`src/rtl/store_pkg.sv`:
```
// Shared types for the store alignment path: store size encoding and
// the beat-sequencing state machine states.
package store_pkg;

    typedef enum logic [1:0] {
        ST_BYTE = 2'b00,
        ST_HALF = 2'b01,
        ST_WORD = 2'b10
    } store_type_e;

    typedef enum logic [1:0] {
        IDLE  = 2'b00,
        BEAT0 = 2'b01,
        BEAT1 = 2'b10
    } state_e;

    localparam logic [1:0] ST_RSVD = 2'b11;

endpackage

```
`src/rtl/store_lane_align.sv`:
```
// Combinational lane steering for stores.
// Ports: i_data (rs2 value), i_off (addr[1:0]), i_type (funct3[1:0]);
//        o_ext_data (data shifted into a 2-word window), o_ext_mask (byte enables).
module store_lane_align
    import store_pkg::*;
(
    input  logic [31:0] i_data,
    input  logic [1:0]  i_off,
    input  logic [1:0]  i_type,
    output logic [63:0] o_ext_data,
    output logic [7:0]  o_ext_mask
);

    logic [31:0] w_data;
    logic [3:0]  w_size;

    always_comb begin
        w_data = '0;
        w_size = '0;
        case (i_type)
            ST_BYTE: begin
                w_data = {24'd0, i_data[7:0]};
                w_size = 4'b0001;
            end
            ST_HALF: begin
                w_data = {16'd0, i_data[15:0]};
                w_size = 4'b0011;
            end
            ST_WORD: begin
                w_data = i_data;
                w_size = 4'b1111;
            end
            default: begin
                w_data = '0;
                w_size = '0;
            end
        endcase
        // Shifting through a 64-bit window lets the upper half become the
        // second beat of a store that crosses a word boundary.
        o_ext_data = {32'd0, w_data} << {i_off, 3'b000};
        o_ext_mask = {4'd0, w_size} << i_off;
    end

endmodule

```
`src/rtl/store_align_unit.sv`:
```
// Store data path: accepts a store request, aligns data into byte lanes and
// issues one or two word-aligned write beats over a valid/ready handshake.
// Ports: i_req_* / o_req_ready (request side), o_mem_* / i_mem_ready (memory
//        write port), o_done / o_err (one-cycle completion / reserved-type pulses).
module store_align_unit
    import store_pkg::*;
(
    input  logic        i_clk,
    input  logic        i_reset,
    input  logic        i_req_valid,
    output logic        o_req_ready,
    input  logic [31:0] i_addr,
    input  logic [31:0] i_store_data,
    input  logic [1:0]  i_store_type,
    output logic        o_mem_valid,
    input  logic        i_mem_ready,
    output logic [31:0] o_mem_addr,
    output logic [31:0] o_mem_wdata,
    output logic [3:0]  o_mem_bmask,
    output logic        o_done,
    output logic        o_err
);

    state_e      r_state;
    logic        r_mem_valid;
    logic [31:0] r_mem_addr;
    logic [31:0] r_mem_wdata;
    logic [3:0]  r_mem_bmask;
    logic [31:0] r_hi_data;
    logic [3:0]  r_hi_mask;
    logic        r_done;
    logic        r_err;

    logic [63:0] w_ext_data;
    logic [7:0]  w_ext_mask;
    logic        w_accept;

    store_lane_align u_lane (
        .i_data     (i_store_data),
        .i_off      (i_addr[1:0]),
        .i_type     (i_store_type),
        .o_ext_data (w_ext_data),
        .o_ext_mask (w_ext_mask)
    );

    assign w_accept = (r_state == IDLE) && i_req_valid;

    always_ff @(posedge i_clk) begin
        if (i_reset) begin
            r_state     <= IDLE;
            r_mem_valid <= 1'b0;
            r_mem_addr  <= '0;
            r_mem_wdata <= '0;
            r_mem_bmask <= '0;
            r_hi_data   <= '0;
            r_hi_mask   <= '0;
            r_done      <= 1'b0;
            r_err       <= 1'b0;
        end else begin
            r_done <= 1'b0;
            r_err  <= 1'b0;
            case (r_state)
                IDLE: begin
                    if (w_accept) begin
                        if (i_store_type == ST_RSVD) begin
                            r_err <= 1'b1;
                        end else begin
                            // Beat 0 is staged now; the upper half waits
                            // in r_hi_* in case the store spills over.
                            r_mem_valid <= 1'b1;
                            r_mem_addr  <= {i_addr[31:2], 2'b00};
                            r_mem_wdata <= w_ext_data[31:0];
                            r_mem_bmask <= w_ext_mask[3:0];
                            r_hi_data   <= w_ext_data[63:32];
                            r_hi_mask   <= w_ext_mask[7:4];
                            r_state     <= BEAT0;
                        end
                    end
                end
                BEAT0: begin
                    if (i_mem_ready) begin
                        if (r_hi_mask != 4'd0) begin
                            r_mem_addr  <= r_mem_addr + 32'd4;
                            r_mem_wdata <= r_hi_data;
                            r_mem_bmask <= r_hi_mask;
                            r_state     <= BEAT1;
                        end else begin
                            r_mem_valid <= 1'b0;
                            r_mem_addr  <= '0;
                            r_mem_wdata <= '0;
                            r_mem_bmask <= '0;
                            r_done      <= 1'b1;
                            r_state     <= IDLE;
                        end
                    end
                end
                BEAT1: begin
                    if (i_mem_ready) begin
                        r_mem_valid <= 1'b0;
                        r_mem_addr  <= '0;
                        r_mem_wdata <= '0;
                        r_mem_bmask <= '0;
                        r_done      <= 1'b1;
                        r_state     <= IDLE;
                    end
                end
                default: begin
                    r_mem_valid <= 1'b0;
                    r_state     <= IDLE;
                end
            endcase
        end
    end

    assign o_req_ready = (r_state == IDLE);
    assign o_mem_valid = r_mem_valid;
    assign o_mem_addr  = r_mem_addr;
    assign o_mem_wdata = r_mem_wdata;
    assign o_mem_bmask = r_mem_bmask;
    assign o_done      = r_done;
    assign o_err       = r_err;

endmodule
```
`config.mk`:
```
export PLATFORM = sky130hd
export DESIGN_NAME = store_align_unit
export DESIGN_NICKNAME = d
export VERILOG_FILES = /design/src/rtl/store_pkg.sv /design/src/rtl/store_lane_align.sv /design/src/rtl/store_align_unit.sv
export SDC_FILE = /design/constraint.sdc
export NUM_CORES = 1
export LEC_CHECK = 0
export ABC_AREA = 1
export ABC_CLOCK_PERIOD_IN_PS = 1640
export BUFFER_PORTS_ARGS = -buffer_cell sky130_fd_sc_hd__buf_4
export CAP_MARGIN = 25
export CORE_ASPECT_RATIO = 0.9
export CORE_MARGIN = 5
export CORE_UTILIZATION = 35
export DETAILED_ROUTE_END_ITERATION = 7
export SLEW_MARGIN = 20
export SYNTH_ARGS = -nofsm -noshare
export SYNTH_HDL_FRONTEND = slang
export SYNTH_SLANG_ARGS = --single-unit
```
`constraint.sdc`:
```
create_clock -name i_clk -period 1.64 [get_ports i_clk]
set_input_delay 0.246 -clock i_clk [delete_from_list [all_inputs] [get_ports i_clk]]
set_output_delay 0.246 -clock i_clk [all_outputs]
set_load 0.005 [all_outputs]
```
==> run_results.csv <==
group,metric,value,unit
status,status,"complete, but fails checks",
status,failed_checks,"negative setup slack",
global_route,track_usage,22.0,%
clock_tree,hold_buffers,0,
critical_path,start_kind,"flop",
sta,finalSetupViolations,54,
yosys,netlist_instances,825,
floorplanning,initial_core_util,35.6,%
detailed_routing,routed_wirelength,20800,um
detailed_routing,drc_errors,0,
sta,final.period_utilization,107,%
critical_path,critPathKind,"reg -> reg",
pwr,vdd.ir_drop.worst,0.677,mV
placement,dp_hpwl,14900,um
critical_path,worstPathCellList,"inv_4 -> ha_4 -> o21bai_4 -> nand3b_4 -> buf_12 -> nor2_4 -> buf_12 -> clkbuf_16 -> nand2_1 -> a31oi_1",
final_layout,n_antenna_cell,0,
yosys,yosysWarningCount,0,
yosys,synth_seq_cells,98,
sta,fin_crit,1.75,ns
sta,slew_violations,0,
sta,hold_violations,0,
detailed_routing,vias_per_cell,5.13,
detailed_routing,ant_nets,0,
critical_path,crit_arrival,2.03,ns
clock_tree,cts_buffer_depth,2,
global_route,antenna_found_initial,0,
pwr,pwr_density_cell,1560,nW/um2
detailed_routing,wire_per_inst,16.6,um
global_route,gr-total-overflow,0,
placement,globalplace.congestion,0.866,
yosys,ys_types,34,
sta,max_clock_freq,571,MHz
yosys,synth_area,5470,um2
final_layout,final_common_cell,"buf_4",
detailed_routing,first_iter_violations,435,
critical_path,r2r_setup_slack,-0.11,ns
yosys,avgSynthCellArea,6.63,um2
pwr,p_leak,3.47,nW
yosys,ys_seq_area_share,35.8,%
final_layout,final_cell_mix,"221 x buf_4, 202 x nand2_1, 94 x dfxtp_1",
detailed_routing,dr.pass1.iters,5,
clock_tree,root_buffer,"clkbuf_16",
detailed_routing,vias,6426,
final_layout,fin_nets,1127,
floorplanning,top_level_ports,142,
floorplanning,core,15400,um2
detailed_routing,wl_met2,9580,um
flow_run,cap_viol_max_count,0,
sta,tns,-2.88,ns
critical_path,cp-end-kind,"flop",
clock_tree,clk_latency,0.35,ns
clock_tree,clkSinkCount,98,
critical_path,critPathMaxStageDelay,0.39,ns
clock_tree,cts_buffers,9,
placement,io_buffers,139,
final_layout,final_util,54.9,%
sta,rsz0062_at_grt,"yes",
final_layout,drive_gt1_share,35.3,%
detailed_routing,highest_layer,"met4",
floorplanning,die_height,129,um
clock_tree,tritoncts,"built",
critical_path,required,1.92,ns
floorplanning,rows,43,
critical_path,crit_path_top_delay_cell,"dfxtp_4",
global_route,grt_max_degree,57,
detailed_routing,route.layer.met1.wl,9200,um
sta,timing.final.ws_setup,-0.110,ns
clock_tree,clk_pin_slew_worst_paths,0.08,ns
final_layout,areaGrowthSynthToFinish,54.5,%
critical_path,crit_path_frequent_cell,"buf_12",
floorplanning,dieArea,18200,um2
global_route,grt_pass1_vias,6106,
sta,fin_worst_skew,0.0118,ns
global_route,grt_pass1_wl,32400,um
worst_hold_path,hp-class,"in -> reg",
detailed_routing,routed-wl-met3,1770,um
clock_tree,htree_levels,3,
floorplanning,die_width,142,um
critical_path,crit_fanout,7,
==> stage by stage <==
stage | setup slack, ns | hold WS [ns] | power (mW) | instances | area (um2)
detailed placement | -0.183 | 0.455 | 9.13 | 1223 | 7450
floorplan | -0.000223 | 0.384 | 6.12 | 826 | 5490
global placement | -0.157 | 0.452 | 9.08 | 1223 | 7450
finish | -0.110 | 0.146 | 13.2 | 1253 | 8450
global route | -0.182 | 0.136 | 14.0 | 1253 | 8450
CTS | -0.0384 | 0.136 | 12.1 | 1244 | 8010
==> registers in the layout, summed over array words and instances, names as in the netlist <==
register,count
o_mem_wdata,32
o_mem_addr,30
r_hi_data,24
o_mem_bmask,4
r_hi_mask,3
r_state,2
o_done,1
o_err,1
o_mem_valid,1
==> cells in the mapped netlist, drive strengths merged <==
library cell / count / share of area, %
ha: 11 / 2.5
clkinv: 2 / 0.14
buf: 26 / 2.9
inv: 72 / 4.9
o21a: 2 / 0.27
or2: 4 / 0.46
o211ai: 4 / 0.55
conb: 1 / 0.069
a21o: 2 / 0.27
o21ai: 43 / 3.9
a21oi: 95 / 8.7
nor3: 13 / 1.2
o21bai: 6 / 0.89
dfxtp: 98 / 36
o22ai: 15 / 1.7
clkbuf: 17 / 1.2
nor2: 71 / 5.6
a31oi: 30 / 3.4
o2111ai: 2 / 0.32
nand2: 220 / 15
a211oi: 1 / 0.14
nand4: 13 / 1.5
nand3b: 4 / 0.78
nand3: 57 / 5.2
a22oi: 16 / 2.2
==> final timing paths <==
path,depth (start not counted),startpoint,to
worst max register to register,10,r_state[0],o_mem_addr[13]
worst max-delay path,10,r_state[0],o_mem_addr[13]
worst min-delay path,3,i_addr[22],o_mem_addr[22]
worst min register to register,2,r_hi_data[12],r_hi_data[12]
==> metal layers <==
layer | track usage [%] | vias up
li1 | - | 3229
met1 | 30.4 | 2912
met2 | 35.8 | 269
met3 | 4.79 | 16
met4 | 4.40 | 0
met5 | 0 | -
==> final cells by class <==
cell class                 count  area (um2)
sequential                    98        1970
clock buffer                   9         225
tap                          202         253
clock inverter                 7        95.1
inverter                      74         299
fill                        1505        6930
multi-input combinational    611        3390
timing repair buffer         252        2220
==> worst max-delay path, delay by kind of cell, from the launching register on <==
family	cells	cell delay (ns)
AOI/OAI and AO/OA	2	0.31
adders and majority gates	1	0.16
buffers and inverters	4	0.51
DFF	1	0.39
and+or+nand+nor	3	0.29
==> repair_timing <==
item / in CTS / in global routing
buffers inserted: 4 / 3
gates cloned: 1 / 6
gates resized for setup: 53 / 82
pin swaps: 11 / 23
endpoints found under the setup margin: 75 / 77
==> power breakdown <==
group          internal (mW)  switching (mW)
Clock                   1.23            1.08
Combinational           3.69            3.57
Sequential              3.03           0.589
==> cells by family (layout without fill, tap and decap cells) <==
kind of cell,after synthesis,in the layout,synth area share [%]
compound gates,216,216,22.4
fa+ha+maj,11,11,2.51
buf+inv,117,342,9.17
flops,98,98,35.8
other cells,1,2,0.0685
simple gates,382,382,30.0
No activity file was read; power rests on OpenSTA's default activity.
